[src/rtl/uart_receiver_if.sv]
// Receive-side result bus of uart_receiver: captured byte, status pulses and busy flag.
interface uart_receiver_if;
    logic [7:0] data;
    logic       data_valid;
    logic       frame_error;
    logic       parity_error;
    logic       busy;

    modport master (
        output data,
        output data_valid,
        output frame_error,
        output parity_error,
        output busy
    );

    modport slave (
        input data,
        input data_valid,
        input frame_error,
        input parity_error,
        input busy
    );
endinterface

[src/rtl/uart_receiver.sv]
// Oversampling UART receiver: 8 data bits LSB first, optional even parity, one stop bit.
// The line is synchronized first and then sampled at the middle of each bit.
module uart_receiver #(
    parameter int unsigned CLKS_PER_BIT = 16,
    parameter bit          PARITY_EN    = 1'b0
) (
    input  logic            clk,
    input  logic            reset,
    input  logic            serial_input_rx,
    uart_receiver_if.master rx_if
);

    localparam int unsigned CNT_W    = $clog2(CLKS_PER_BIT);
    localparam int unsigned HALF_CNT = CLKS_PER_BIT / 2 - 1;
    localparam int unsigned FULL_CNT = CLKS_PER_BIT - 1;
    localparam int unsigned DATA_W   = 8;
    localparam int unsigned IDX_W    = 3;

    typedef enum logic [2:0] {
        IDLE      = 3'd0,
        START     = 3'd1,
        DATA      = 3'd2,
        PARITY    = 3'd3,
        STOP      = 3'd4,
        WAIT_HIGH = 3'd5
    } state_e;

    state_e              state_q, state_d;
    logic                sync1_q, rx_s_q;
    logic [CNT_W-1:0]    cnt_q, cnt_d;
    logic [IDX_W-1:0]    bit_idx_q, bit_idx_d;
    logic [DATA_W-1:0]   shift_q, shift_d;
    logic                parity_q, parity_d;
    logic [DATA_W-1:0]   data_q, data_d;
    logic                data_valid_q, data_valid_d;
    logic                frame_error_q, frame_error_d;
    logic                parity_error_q, parity_error_d;
    logic                busy_q, busy_d;
    logic                parity_bad;
    logic                cnt_half, cnt_full;

    assign cnt_half   = (cnt_q == CNT_W'(HALF_CNT));
    assign cnt_full   = (cnt_q == CNT_W'(FULL_CNT));
    // Even parity: the data bits plus the parity bit must XOR to zero.
    assign parity_bad = PARITY_EN && ((^shift_q) ^ parity_q);

    always_comb begin
        state_d        = state_q;
        cnt_d          = cnt_q;
        bit_idx_d      = bit_idx_q;
        shift_d        = shift_q;
        parity_d       = parity_q;
        data_d         = data_q;
        data_valid_d   = 1'b0;
        frame_error_d  = 1'b0;
        parity_error_d = 1'b0;

        case (state_q)
            IDLE: begin
                cnt_d     = '0;
                bit_idx_d = '0;
                if (!rx_s_q) begin
                    state_d = START;
                end
            end

            START: begin
                // A start bit that is high again at its midpoint was only a glitch.
                if (cnt_half) begin
                    cnt_d     = '0;
                    bit_idx_d = '0;
                    state_d   = rx_s_q ? IDLE : DATA;
                end else begin
                    cnt_d = cnt_q + CNT_W'(1);
                end
            end

            DATA: begin
                if (cnt_full) begin
                    cnt_d   = '0;
                    shift_d = {rx_s_q, shift_q[DATA_W-1:1]};
                    if (bit_idx_q == IDX_W'(DATA_W - 1)) begin
                        bit_idx_d = '0;
                        state_d   = PARITY_EN ? PARITY : STOP;
                    end else begin
                        bit_idx_d = bit_idx_q + IDX_W'(1);
                    end
                end else begin
                    cnt_d = cnt_q + CNT_W'(1);
                end
            end

            PARITY: begin
                if (cnt_full) begin
                    cnt_d    = '0;
                    parity_d = rx_s_q;
                    state_d  = STOP;
                end else begin
                    cnt_d = cnt_q + CNT_W'(1);
                end
            end

            STOP: begin
                // Leaving at mid stop bit leaves half a bit to catch a following start edge.
                if (cnt_full) begin
                    cnt_d = '0;
                    if (rx_s_q) begin
                        state_d = IDLE;
                        if (parity_bad) begin
                            parity_error_d = 1'b1;
                        end else begin
                            data_d       = shift_q;
                            data_valid_d = 1'b1;
                        end
                    end else begin
                        frame_error_d = 1'b1;
                        state_d       = WAIT_HIGH;
                    end
                end else begin
                    cnt_d = cnt_q + CNT_W'(1);
                end
            end

            WAIT_HIGH: begin
                cnt_d = '0;
                if (rx_s_q) begin
                    state_d = IDLE;
                end
            end

            default: begin
                state_d = IDLE;
                cnt_d   = '0;
            end
        endcase

        busy_d = (state_d != IDLE);
    end

    always_ff @(posedge clk or negedge reset) begin
        if (!reset) begin
            sync1_q        <= 1'b1;
            rx_s_q         <= 1'b1;
            state_q        <= IDLE;
            cnt_q          <= '0;
            bit_idx_q      <= '0;
            shift_q        <= '0;
            parity_q       <= 1'b0;
            data_q         <= '0;
            data_valid_q   <= 1'b0;
            frame_error_q  <= 1'b0;
            parity_error_q <= 1'b0;
            busy_q         <= 1'b0;
        end else begin
            sync1_q        <= serial_input_rx;
            rx_s_q         <= sync1_q;
            state_q        <= state_d;
            cnt_q          <= cnt_d;
            bit_idx_q      <= bit_idx_d;
            shift_q        <= shift_d;
            parity_q       <= parity_d;
            data_q         <= data_d;
            data_valid_q   <= data_valid_d;
            frame_error_q  <= frame_error_d;
            parity_error_q <= parity_error_d;
            busy_q         <= busy_d;
        end
    end

    assign rx_if.data         = data_q;
    assign rx_if.data_valid   = data_valid_q;
    assign rx_if.frame_error  = frame_error_q;
    assign rx_if.parity_error = parity_error_q;
    assign rx_if.busy         = busy_q;

endmodule

[src/flat_wrapper.sv]
// flat-port wrapper written by rule: the top's interface ports become plain ports
module uart_receiver_flat 
#(
    parameter int unsigned CLKS_PER_BIT = 16,
    parameter bit          PARITY_EN    = 1'b0
)
  (clk, reset, serial_input_rx, rx_if_data, rx_if_data_valid, rx_if_frame_error, rx_if_parity_error, rx_if_busy);
  uart_receiver_if rx_if_i ();
  input  logic clk;
  input  logic reset;
  input  logic serial_input_rx;
  output wire logic [$bits(rx_if_i.data)-1:0] rx_if_data;
  output wire logic [$bits(rx_if_i.data_valid)-1:0] rx_if_data_valid;
  output wire logic [$bits(rx_if_i.frame_error)-1:0] rx_if_frame_error;
  output wire logic [$bits(rx_if_i.parity_error)-1:0] rx_if_parity_error;
  output wire logic [$bits(rx_if_i.busy)-1:0] rx_if_busy;
  assign rx_if_data = rx_if_i.data;
  assign rx_if_data_valid = rx_if_i.data_valid;
  assign rx_if_frame_error = rx_if_i.frame_error;
  assign rx_if_parity_error = rx_if_i.parity_error;
  assign rx_if_busy = rx_if_i.busy;
  uart_receiver #(.CLKS_PER_BIT(CLKS_PER_BIT), .PARITY_EN(PARITY_EN)) u_core (.clk(clk), .reset(reset), .serial_input_rx(serial_input_rx), .rx_if(rx_if_i));
endmodule
[config.mk]
export PLATFORM = sky130hd
export DESIGN_NAME = uart_receiver_flat
export DESIGN_NICKNAME = d
export VERILOG_FILES = /design/src/rtl/uart_receiver_if.sv /design/src/rtl/uart_receiver.sv /design/src/flat_wrapper.sv
export SDC_FILE = /design/constraint.sdc
export NUM_CORES = 1
export LEC_CHECK = 0
export CAP_MARGIN = 40
export CORE_UTILIZATION = 35
export DETAILED_ROUTE_END_ITERATION = 16
export DONT_BUFFER_PORTS = 1
export PLACE_DENSITY = 0.45
export SYNTH_ARGS = -nofsm -noshare
export SYNTH_HDL_FRONTEND = slang
export SYNTH_SLANG_ARGS = --single-unit
[constraint.sdc]
create_clock -name clk -period 1.7 [get_ports clk]
set_clock_uncertainty 0.05 [all_clocks]
set_input_delay 0.425 -clock clk [delete_from_list [all_inputs] [get_ports clk]]
set_output_delay 0.425 -clock clk [all_outputs]
set_load 0.1 [all_outputs]
==> impl_results.md, run 1 <==
* Status: finished, final reports clean
* Min-Delay Startpoint: serial_input_rx
* Post-synth EDFFs at 0
* First-pass GRT wire length at between 4000 and 5000 um
* Final setup violation count at 0
* Sw frac at 31.73%
* DRC marker count from the first detailed-route iteration at 16
* Clock group share of total power at 28.4%
* Vias in the first global route at 902
* Grt total ovfl at 0
* Via density at 4.977
* Sum of negative setup slack at 0 ps
* PwrDens at 1228 nW/um2
* VDD IR max at 0.6797 mV
* Switching power at 0.0006460 W
* DPL Wire Length at 1684 um
* Initial Util at 36.80%
* CTS Sinks at 31
* Syn_area_per_cell at 12.78 um2
* # Post-CTS Setup Buffers at 0
* H-tree depth at 2
* Gr usage total at around 14%
* FP Rows at 22
* Startpoint Class: flop
* Worst Setup End Kind: flop
* I/O pins at 15
* Worst path arrival time at around 1700 ps
* Register bit total from synthesis at 31
* Comb power frac at a little under a quarter
* Yosys cell types at 38
* Crit path kind: flop to flop
* Die area at ~4200 um2
* Dominant synthesized flop cell: dfrtp_1
* Unrepaired setup endpoints after global routing: false
* Slew of the pin with the lowest slew margin at around 520 ps
* Clock buffer depth at 2
* Drt drc at 0
* Adder-cell share of the synthesized area at 2.745%
* Post-route ant nets at 0
* First-pass iteration count of the detailed router at 4
* Max frequency at 623.3 MHz
* Crit path from: u_core.cnt_q[0]
* Portion of netlist area occupied by mux cells at 13.17%
* Simple-Gate Fraction of Synth Area at about a tenth
* FF-to-FF path depth at 5
* Register area share after synthesis at 56.91%
* CTS Root Cell: clkbuf_8
* Largest net degree at the start of global routing at 32
* Worst-skew pair later-pin latency at 280 ps
* Max cap viols at 0
* Min cycle time layout at about 1600 ps
* Synth Area in Compound Gates at 10.06%
* Hold endpoint: u_core.sync1_q
* Leakage at 0.7762 nW
* Cell Area, Synth at around 1400 um2
* Area growth syn-to-layout at 21.23%
* Die Span Y at 64.51 um
* Hold Crit Depth at 0
* Die Wd at 64.51 um
* Non-filler cells, final at 172
* Core area at 3716 um2
* Crit path max fanout at 8
* Largest family of logic cells by synthesized area: multiplexers
* Port buffer count at 0
* CTS Buf Count at 5
* Clock Pin Slew Worst Setup and Hold Paths at roughly 60 ps
* FILL cells at 371
* Share of post-route cells with drive strength above 1 at 38.71%
* Antenna violations before repair at 0
* Relative max-transition margin at approximately two thirds
* P_int at 0.001390 W
* RR Startpoint: u_core.cnt_q[0]
* Cell count after synthesis at 107
* Synth warn at 0
* DR WL/cell at 13.92 um
* Final Hold Viols at 0
* TritonCTS clock tree: done
* Ys async rst share at 100.0%
* Seq pwr share at 47.5%
* Final WL at 2395 um
* Hold crit path type: primary input to flop
* Reg2Reg Setup Slack at 100 ps
* Period utilization at 94.37%
* Syn_nets at 113
* Critical Path RT at 1810 ps
* Fin. max-slew vios at 0
* Final net count at 129
* Total number of vias at 856
* Antenna diodes at 0
* DP Cell Count at 161
* R2R Path End: u_core.rx_if.busy
* Gp weighted congestion at 0.7657
* Xor/xnor share of the synthesized area at 1.921%
state kept, by name, indices dropped and copies added (netlist names), 3 cells and up:
register,count
u_core.bit_idx_q,3
u_core.cnt_q,4
u_core.rx_if.data,8
u_core.shift_q,8
u_core.state_q,3
Yosys cell counts, drive strengths merged, types with 2 or more instances:
cell type | n | area (um2)
o21ai | 3 | 15.01
dfrtp | 29 | 725.7
nand3 | 5 | 25.02
ha | 3 | 37.54
nor2 | 5 | 21.27
a31oi | 2 | 12.51
mux2 | 16 | 180.2
inv | 5 | 18.77
nor3b | 3 | 27.52
xnor2 | 2 | 17.52
o21a | 3 | 22.52
buf | 5 | 36.28
nand2 | 3 | 13.77
dfstp | 2 | 52.55
a32oi | 2 | 17.52
nor3 | 2 | 10.01
cells by family after synthesis:
family | count (synthesis)
muxes | 16
buffers and inverters | 11
other | 1
DFF | 31
AOI/OAI and AO/OA | 19
and+or+nand+nor | 23
adders and majority gates | 3
xor gates and xnor gates | 3
cell type report:
type                       count  area, um2  share of cell area [%]
clock buffer                   7      86.33                   5.208
clock inverter                 1      5.005                  0.3019
inverter                       5      18.77                   1.132
multi-input combinational     65      530.5                   32.00
sequential                    31      784.5                   47.32
tap                           48      60.06                   3.623
timing repair buffer          15      172.7                   10.42
critical path, stage by stage, from the launching register on:
cell	delay, ps
dfrtp_1	390
ha_1	210
and3_1	210
buf_4	190
o211a_1	200
a221oi_1	240
power by group through the flow:
stage	Sequential [W]	Combinational, W	Clock [W]
after global placement	0.000979	0.000465	0
after floorplan	0.000954	0.000371	0
after CTS	0.000968	0.000498	0.000605
final	0.000968	0.000489	0.000579
after global routing	0.000985	0.000545	0.000642
after detailed placement	0.000981	0.000472	0
cells in the final DEF (no fill, tap or decap), drive strengths merged, types with 3 or more instances in the layout:
cell,n
buf,14
clkbuf,7
dfrtp,29
ha,3
inv,5
mux2,16
nand2,3
nand3,5
nor2,5
nor3b,3
o21a,3
o21ai,3
stage by stage:
step | power, W | instance area (um2) | setup WS [ps] | hold WS (ps) | utilization (%)
2_1_floorplan | 0.001325 | 1368 | 139.9 | 79.41 | -
3_3_place_gp | 0.001444 | 1503 | 159.4 | 80.27 | 40.44
3_5_place_dp | 0.001453 | 1503 | 114.2 | 80.32 | 40.44
4_1_cts | 0.002071 | 1624 | 2.803 | 80.41 | 43.70
5_1_grt | 0.002172 | 1658 | 7.192 | 68.03 | 44.61
6_report | 0.002036 | 1658 | 95.63 | 91.67 | 44.61
repair_timing:
item | 4_1_cts | 5_1_grt
endpoints found under the hold margin | 31 | 0
hold buffers | 2 | 0
resized for setup | 0 | 5
endpoints found under the setup margin | 0 | 5
per-layer routing:
layer | vias to the layer above | wire [um] | GRT usage, %
li1 | 411 | - | -
met1 | 423 | 1146 | 16.99
met2 | 17 | 1101 | 20.13
met3 | 5 | 117 | 6.162
met4 | 0 | 29 | 5.833
met5 | - | 0 | 0
worst max path at each step:
| stage | slack [ps] | end |
|---|---|---|
| 3_3_place_gp | 160 | u_core.rx_if.busy |
| 6_report | 100 | u_core.rx_if.busy |
| 3_5_place_dp | 110 | u_core.bit_idx_q[1] |
| 2_1_floorplan | 140 | u_core.rx_if.data[0] |
| 4_1_cts | 3 | rx_if_data[0] |
| 5_1_grt | 7 | u_core.rx_if.busy |
Note: power is estimated with default switching activity, not from simulation.
==> inputs of run 2 (changes only) <==
--- a/config.mk
+++ b/config.mk
@@ -10,6 +10,7 @@
 export DETAILED_ROUTE_END_ITERATION = 16
 export DONT_BUFFER_PORTS = 1
 export PLACE_DENSITY = 0.45
+export RECOVER_POWER = 25
 export SYNTH_ARGS = -nofsm -noshare
 export SYNTH_HDL_FRONTEND = slang
 export SYNTH_SLANG_ARGS = --single-unit
==> run 2 against run 1 <==
Effect of this change: hold slack stayed put; sequential share of layout area is 0.43 points higher; fmax stayed put; cell area is 0.91% lower; register-to-register slack hardly changed; global-route usage stayed put; critical path depth stayed put; combinational power is 0.8% lower; largest cell class unchanged; highest routed layer unchanged.
==> impl_results.md, run 2 (synthesis results as in run 1) <==
* Max incr delay on CP at 390 ps (about the same)
* DR WL/cell at 13.90 um (-0.17%)
* Critical Path RT at 1810 ps (about the same)
* Commonest non-fill, non-tap cell in the layout: dfrtp_1
* Leakage at 0.7709 nW (-0.68%)
* Crit path max fanout at 8 (unchanged)
* Antenna violations before repair at 0 (unchanged)
* Largest net degree at the start of global routing at 32 (unchanged)
* CTS Sinks at 31 (unchanged)
* Non-filler cells, final at 172 (unchanged)
* CTS Buf Count at 5 (unchanged)
* Core area at 3716 um2 (unchanged)
* Via density at 4.977 (unchanged)
* Area growth syn-to-layout at 20.13%
* Gp weighted congestion at 0.7657 (unchanged)
* Die Wd at 64.51 um (unchanged)
* Worst path buffer plus inverter count at 1 (unchanged)
* Hold crit path type: primary input to flop
* Sum of negative setup slack at 0 ps (unchanged)
* Drt drc at 0 (unchanged)
* FP Rows at 22 (unchanged)
* Clock group share of total power at 28.5% (about the same)
* Final WL at 2391 um (-0.17%)
* Relative max-transition margin at 51.01% (-14 points)
* Worst Setup End Kind: flop
* Period utilization at 94.37% (unchanged)
* Slew of the pin with the lowest slew margin at 734.9 ps (+213.4 ps)
* I/O pins at 15 (unchanged)
* Total number of vias at 856 (unchanged)
* Delay-heaviest family, CP: compound AO/OA/AOI/OAI gates
* Share of post-route cells with drive strength above 1 at 38.71% (unchanged)
* Worst path arrival time at 1710 ps (about the same)
* H-tree depth at 2 (unchanged)
* Crit path kind: flop to flop
* Final Hold Viols at 0 (unchanged)
* Min cycle time layout at 1604 ps (unchanged)
* Post-route ant nets at 0 (unchanged)
* DP Cell Count at 161 (unchanged)
* Fin. max-slew vios at 0 (unchanged)
* First-pass GRT wire length at 4126 um (unchanged)
* # Post-CTS Setup Buffers at 0 (unchanged)
* Initial Util at 36.80% (unchanged)
* PwrDens at 1237 nW/um2 (+0.68%)
* CTS Root Cell: clkbuf_8
* Final setup violation count at 0 (unchanged)
* Die Span Y at 64.51 um (unchanged)
* Most frequent cells in the layout: 24 x dfrtp_1, 16 x mux2_2, 10 x buf_4, 6 x clkbuf_8
* DRC marker count from the first detailed-route iteration at 16 (unchanged)
* Unrepaired setup endpoints after global routing: false
* DPL Wire Length at 1684 um (unchanged)
* Antenna diodes at 0 (unchanged)
* Final net count at 129 (unchanged)
* FILL cells at 373 (+0.54%)
* Seq pwr share at 47.7% (+0.2 points)
* P_int at 0.001386 W (-0.29%)
* Clock Pin Slew Worst Setup and Hold Paths at 60 ps (about the same)
* Die area at 4162 um2 (unchanged)
* Gr usage total at 13.59% (unchanged)
* Clock buffer depth at 2 (unchanged)
* Max cap viols at 0 (unchanged)
* Worst-skew pair later-pin latency at 280 ps (about the same)
* Crit path cell chain: ha_1 -> and3_1 -> buf_4 -> o211a_1 -> a221oi_1
* Grt total ovfl at 0 (unchanged)
* Switching power at 0.0006453 W (-0.11%)
* Port buffer count at 0 (unchanged)
* Max frequency at 623.3 MHz (unchanged)
* Status: finished, final reports clean
* First-pass iteration count of the detailed router at 4 (unchanged)
* Sw frac at 31.77% (+0.038 points)
* TritonCTS clock tree: done
* VDD IR max at 0.6797 mV (about the same)
* Comb power frac at 23.9% (about the same)
* Vias in the first global route at 902 (unchanged)
* Startpoint Class: flop
* Critical Path Slowest Stage Cell: dfrtp_1
==> run 2: cell count changes in the layout (fill, tap and decap cells not counted), sizes merged <==
cell | previous run | this run
buf | 14 | 13
clkbuf | 7 | 8
==> run 2: area by class of cell <==
type	instances	area [um2]	share of cell area [%]
Tap cell	48	60.06	3.656
Multi-Input combinational cell	65	530.5	32.29
Clock buffer	7	86.33	5.255
Timing Repair Buffer	15	157.7	9.596
Sequential cell	31	784.5	47.75
Clock inverter	1	5.005	0.3046
Inverter	5	18.77	1.142
==> run 2: metrics by stage <==
stage	instance area (um2)	setup WS, ps	util, %	power [W]	hold WS (ps)
floorplan	1368	139.9	-	0.001325	79.41
detailed placement	1503	114.2	40.44	0.001453	80.32
CTS	1624	2.803	43.70	0.002071	80.41
global route	1643	7.192	44.21	0.002167	68.03
finish	1643	95.63	44.21	0.002031	91.67
global placement	1503	159.4	40.44	0.001444	80.27
==> run 2: power groups by stage <==
| stage | clock (W) | sequential, W | combinational [W] |
|---|---|---|---|
| 6_report | 0.000579 | 0.000968 | 0.000485 |
| 5_1_grt | 0.000642 | 0.000985 | 0.000540 |
| 4_1_cts | 0.000605 | 0.000968 | 0.000498 |
| 3_5_place_dp | 0 | 0.000981 | 0.000472 |
| 3_3_place_gp | 0 | 0.000979 | 0.000465 |
| 2_1_floorplan | 0 | 0.000954 | 0.000371 |
==> run 2: what timing repair did <==
action                                  CTS  global route
gates resized for setup                   0             5
hold buffers                              2             0
endpoints found under the setup margin    0             5
hold endpoints to repair                 31             0
==> run 2: worst paths after layout <==
check,cells after the start,endpoint,startpoint,slack (ps)
max,5,u_core.rx_if.busy,u_core.cnt_q[0],100
min,0,u_core.sync1_q,serial_input_rx,90
max reg2reg,5,u_core.rx_if.busy,u_core.cnt_q[0],100
min reg2reg,0,u_core.rx_s_q,u_core.sync1_q,320
max in group asynchronous,2,u_core.rx_if.data[6],reset,370
min in group asynchronous,2,u_core.cnt_q[2],reset,710
==> run 2: routing by layer <==
metal / global-route usage, % / wire, um / share of wire, % / vias to the layer above
met2: 20.13 / 1100 / 46 / 17
li1: - / - / - / 411
met1: 16.99 / 1143 / 48 / 423
met4: 5.833 / 29 / 1.2 / 0
met3: 6.162 / 117 / 4.9 / 5
met5: 0 / 0 / 0 / -
==> inputs of run 3 (changes only) <==
--- a/config.mk
+++ b/config.mk
@@ -7,10 +7,12 @@
 export LEC_CHECK = 0
 export CAP_MARGIN = 40
 export CORE_UTILIZATION = 35
+export CTS_BUF_LIST = sky130_fd_sc_hd__clkbuf_8
 export DETAILED_ROUTE_END_ITERATION = 16
 export DONT_BUFFER_PORTS = 1
 export PLACE_DENSITY = 0.45
 export RECOVER_POWER = 25
+export SKIP_CTS_REPAIR_TIMING = 1
 export SYNTH_ARGS = -nofsm -noshare
 export SYNTH_HDL_FRONTEND = slang
 export SYNTH_SLANG_ARGS = --single-unit
==> run 3 against run 2 <==
Effect of this change: non-clock buffer count unchanged; critical path depth unchanged; clock power down 1%; cell area unchanged; fmax unchanged; sequential share of layout area unchanged.
==> impl_results.md, run 3 (synthesis results as in run 1) <==
* Die Wd at 64.51 um (unchanged)
* P_int at 0.001380 W (-0.44%)
* Status: finished, final reports clean
* H-tree depth at 2 (unchanged)
* Seq pwr share at 47.8% (about the same)
* Core area at 3716 um2 (unchanged)
* Final WL at 2388 um (-0.13%)
* DRC marker count from the first detailed-route iteration at 16 (unchanged)
* Via density at 4.977 (unchanged)
* Period utilization at 94.37% (unchanged)
* Sum of negative setup slack at 0 ps (unchanged)
* Hold crit path type: primary input to flop
* Comb power frac at 24.0% (about the same)
* Max cap viols at 0 (unchanged)
* Share of post-route cells with drive strength above 1 at 38.71% (unchanged)
* TritonCTS clock tree: done
* Grt total ovfl at 0 (unchanged)
* Total number of vias at 856 (unchanged)
* Vias in the first global route at 891 (-1.2%)
* Final net count at 129 (unchanged)
* Fin. max-slew vios at 0 (unchanged)
* DPL Wire Length at 1684 um (unchanged)
* Final instance area at 1643 um2 (unchanged)
* Worst Setup End Kind: flop
* Leakage at 0.7751 nW (+0.54%)
* Unrepaired setup endpoints after global routing: false
* Final Hold Viols at 0 (unchanged)
* Min cycle time layout at 1604 ps (unchanged)
* CTS Buf Count at 5 (unchanged)
* Drt drc at 0 (unchanged)
* Crit path kind: flop to flop
* First-pass iteration count of the detailed router at 4 (unchanged)
* Initial Util at 36.80% (unchanged)
* Slew of the pin with the lowest slew margin at 733.7 ps (-1.160 ps)
* Gr usage total at 13.48% (-0.11 points)
* Clock buffer depth at 2 (unchanged)
* VDD IR max at 0.6796 mV (about the same)
* First-pass GRT wire length at 4084 um (-1.0%)
* Placed cell area at 1503 um2 (unchanged)
* Crit path max fanout at 8 (unchanged)
* CTS Root Cell: clkbuf_8
* Startpoint Class: flop
* Antenna violations before repair at 0 (unchanged)
* Pre-CTS setup slack at 114.2 ps (unchanged)
* Gp weighted congestion at 0.7657 (unchanged)
* Max frequency at 623.3 MHz (unchanged)
* Switching power at 0.0006435 W (-0.27%)
* Largest net degree at the start of global routing at 32 (unchanged)
* I/O pins at 15 (unchanged)
* Worst setup margin at 95.63 ps (unchanged)
* Relative max-transition margin at 51.08% (+0.077 points)
* Area growth syn-to-layout at 20.13% (unchanged)
* DR WL/cell at 13.88 um (-0.13%)
* Antenna diodes at 0 (unchanged)
* Post-route ant nets at 0 (unchanged)
* Critical Path RT at 1810 ps (about the same)
* Sw frac at 31.80% (+0.036 points)
* FP Rows at 22 (unchanged)
* Worst path arrival time at 1710 ps (about the same)
* Clock Pin Slew Worst Setup and Hold Paths at 60 ps (about the same)
* Clock group share of total power at 28.2% (-0.3 points)
* Commonest non-fill, non-tap cell in the layout: dfrtp_1
* Power, Total at 0.002024 W (-0.38%)
* CTS Sinks at 31 (unchanged)
* Most frequent cells in the layout: 24 x dfrtp_1, 16 x mux2_2, 10 x buf_4, 6 x inv_1, 6 x clkbuf_8
* Die Span Y at 64.51 um (unchanged)
* PwrDens at 1232 nW/um2 (-0.38%)
* Die area at 4162 um2 (unchanged)
* Worst-skew pair later-pin latency at 270 ps (about the same)
* Hold Slack at 91.67 ps (unchanged)
* Final setup violation count at 0 (unchanged)
* Port buffer count at 0 (unchanged)
## run 3: routing by layer
layer,vias up,part of all wire [%],track usage (%)
met1,423,47,16.87
li1,411,-,-
met5,-,0,0
met2,17,46,19.87
met3,5,4.9,6.162
met4,0,1.2,5.833
## run 3: final timing paths
kind,to,slack [ps],cells past startpoint,startpoint
worst min register to register,u_core.rx_s_q,320,0,u_core.sync1_q
worst max-delay path,u_core.rx_if.busy,100,5,u_core.cnt_q[0]
worst max register to register,u_core.rx_if.busy,100,5,u_core.cnt_q[0]
max in group asynchronous,u_core.rx_if.data[6],370,2,reset
min in group asynchronous,u_core.cnt_q[2],710,2,reset
worst min-delay path,u_core.sync1_q,90,0,serial_input_rx
## run 3: layout make-up
type,count,area [um2]
Clock inverter,2,8.758
Inverter,5,18.77
Clock buffer,6,82.58
Sequential cell,31,784.5
Fill cell,373,2073
Timing Repair Buffer,15,157.7
Multi-Input combinational cell,65,530.5
Tap cell,48,60.06
## run 3: through the flow
| step | instances | util [%] |
|---|---|---|
| floorplan | 107 | - |
| global placement | 161 | 40.44 |
| detailed placement | 161 | 40.44 |
| CTS | 169 | 42.90 |
| global route | 172 | 44.21 |
| finish | 172 | 44.21 |
## run 3: power by group through the flow
| stage | sequential (W) | clock, W | combinational, W |
|---|---|---|---|
| global placement | 0.000979 | 0 | 0.000465 |
| global route | 0.000985 | 0.000636 | 0.000540 |
| detailed placement | 0.000981 | 0 | 0.000472 |
| finish | 0.000968 | 0.000571 | 0.000485 |
| floorplan | 0.000954 | 0 | 0.000371 |
| CTS | 0.000968 | 0.000602 | 0.000475 |
## run 3: worst max-delay path, stage by stage, from the launching register on
cell      delay [ps]
dfrtp_1          390
ha_1             210
and3_1           210
buf_4            190
o211a_1          200
a221oi_1         240
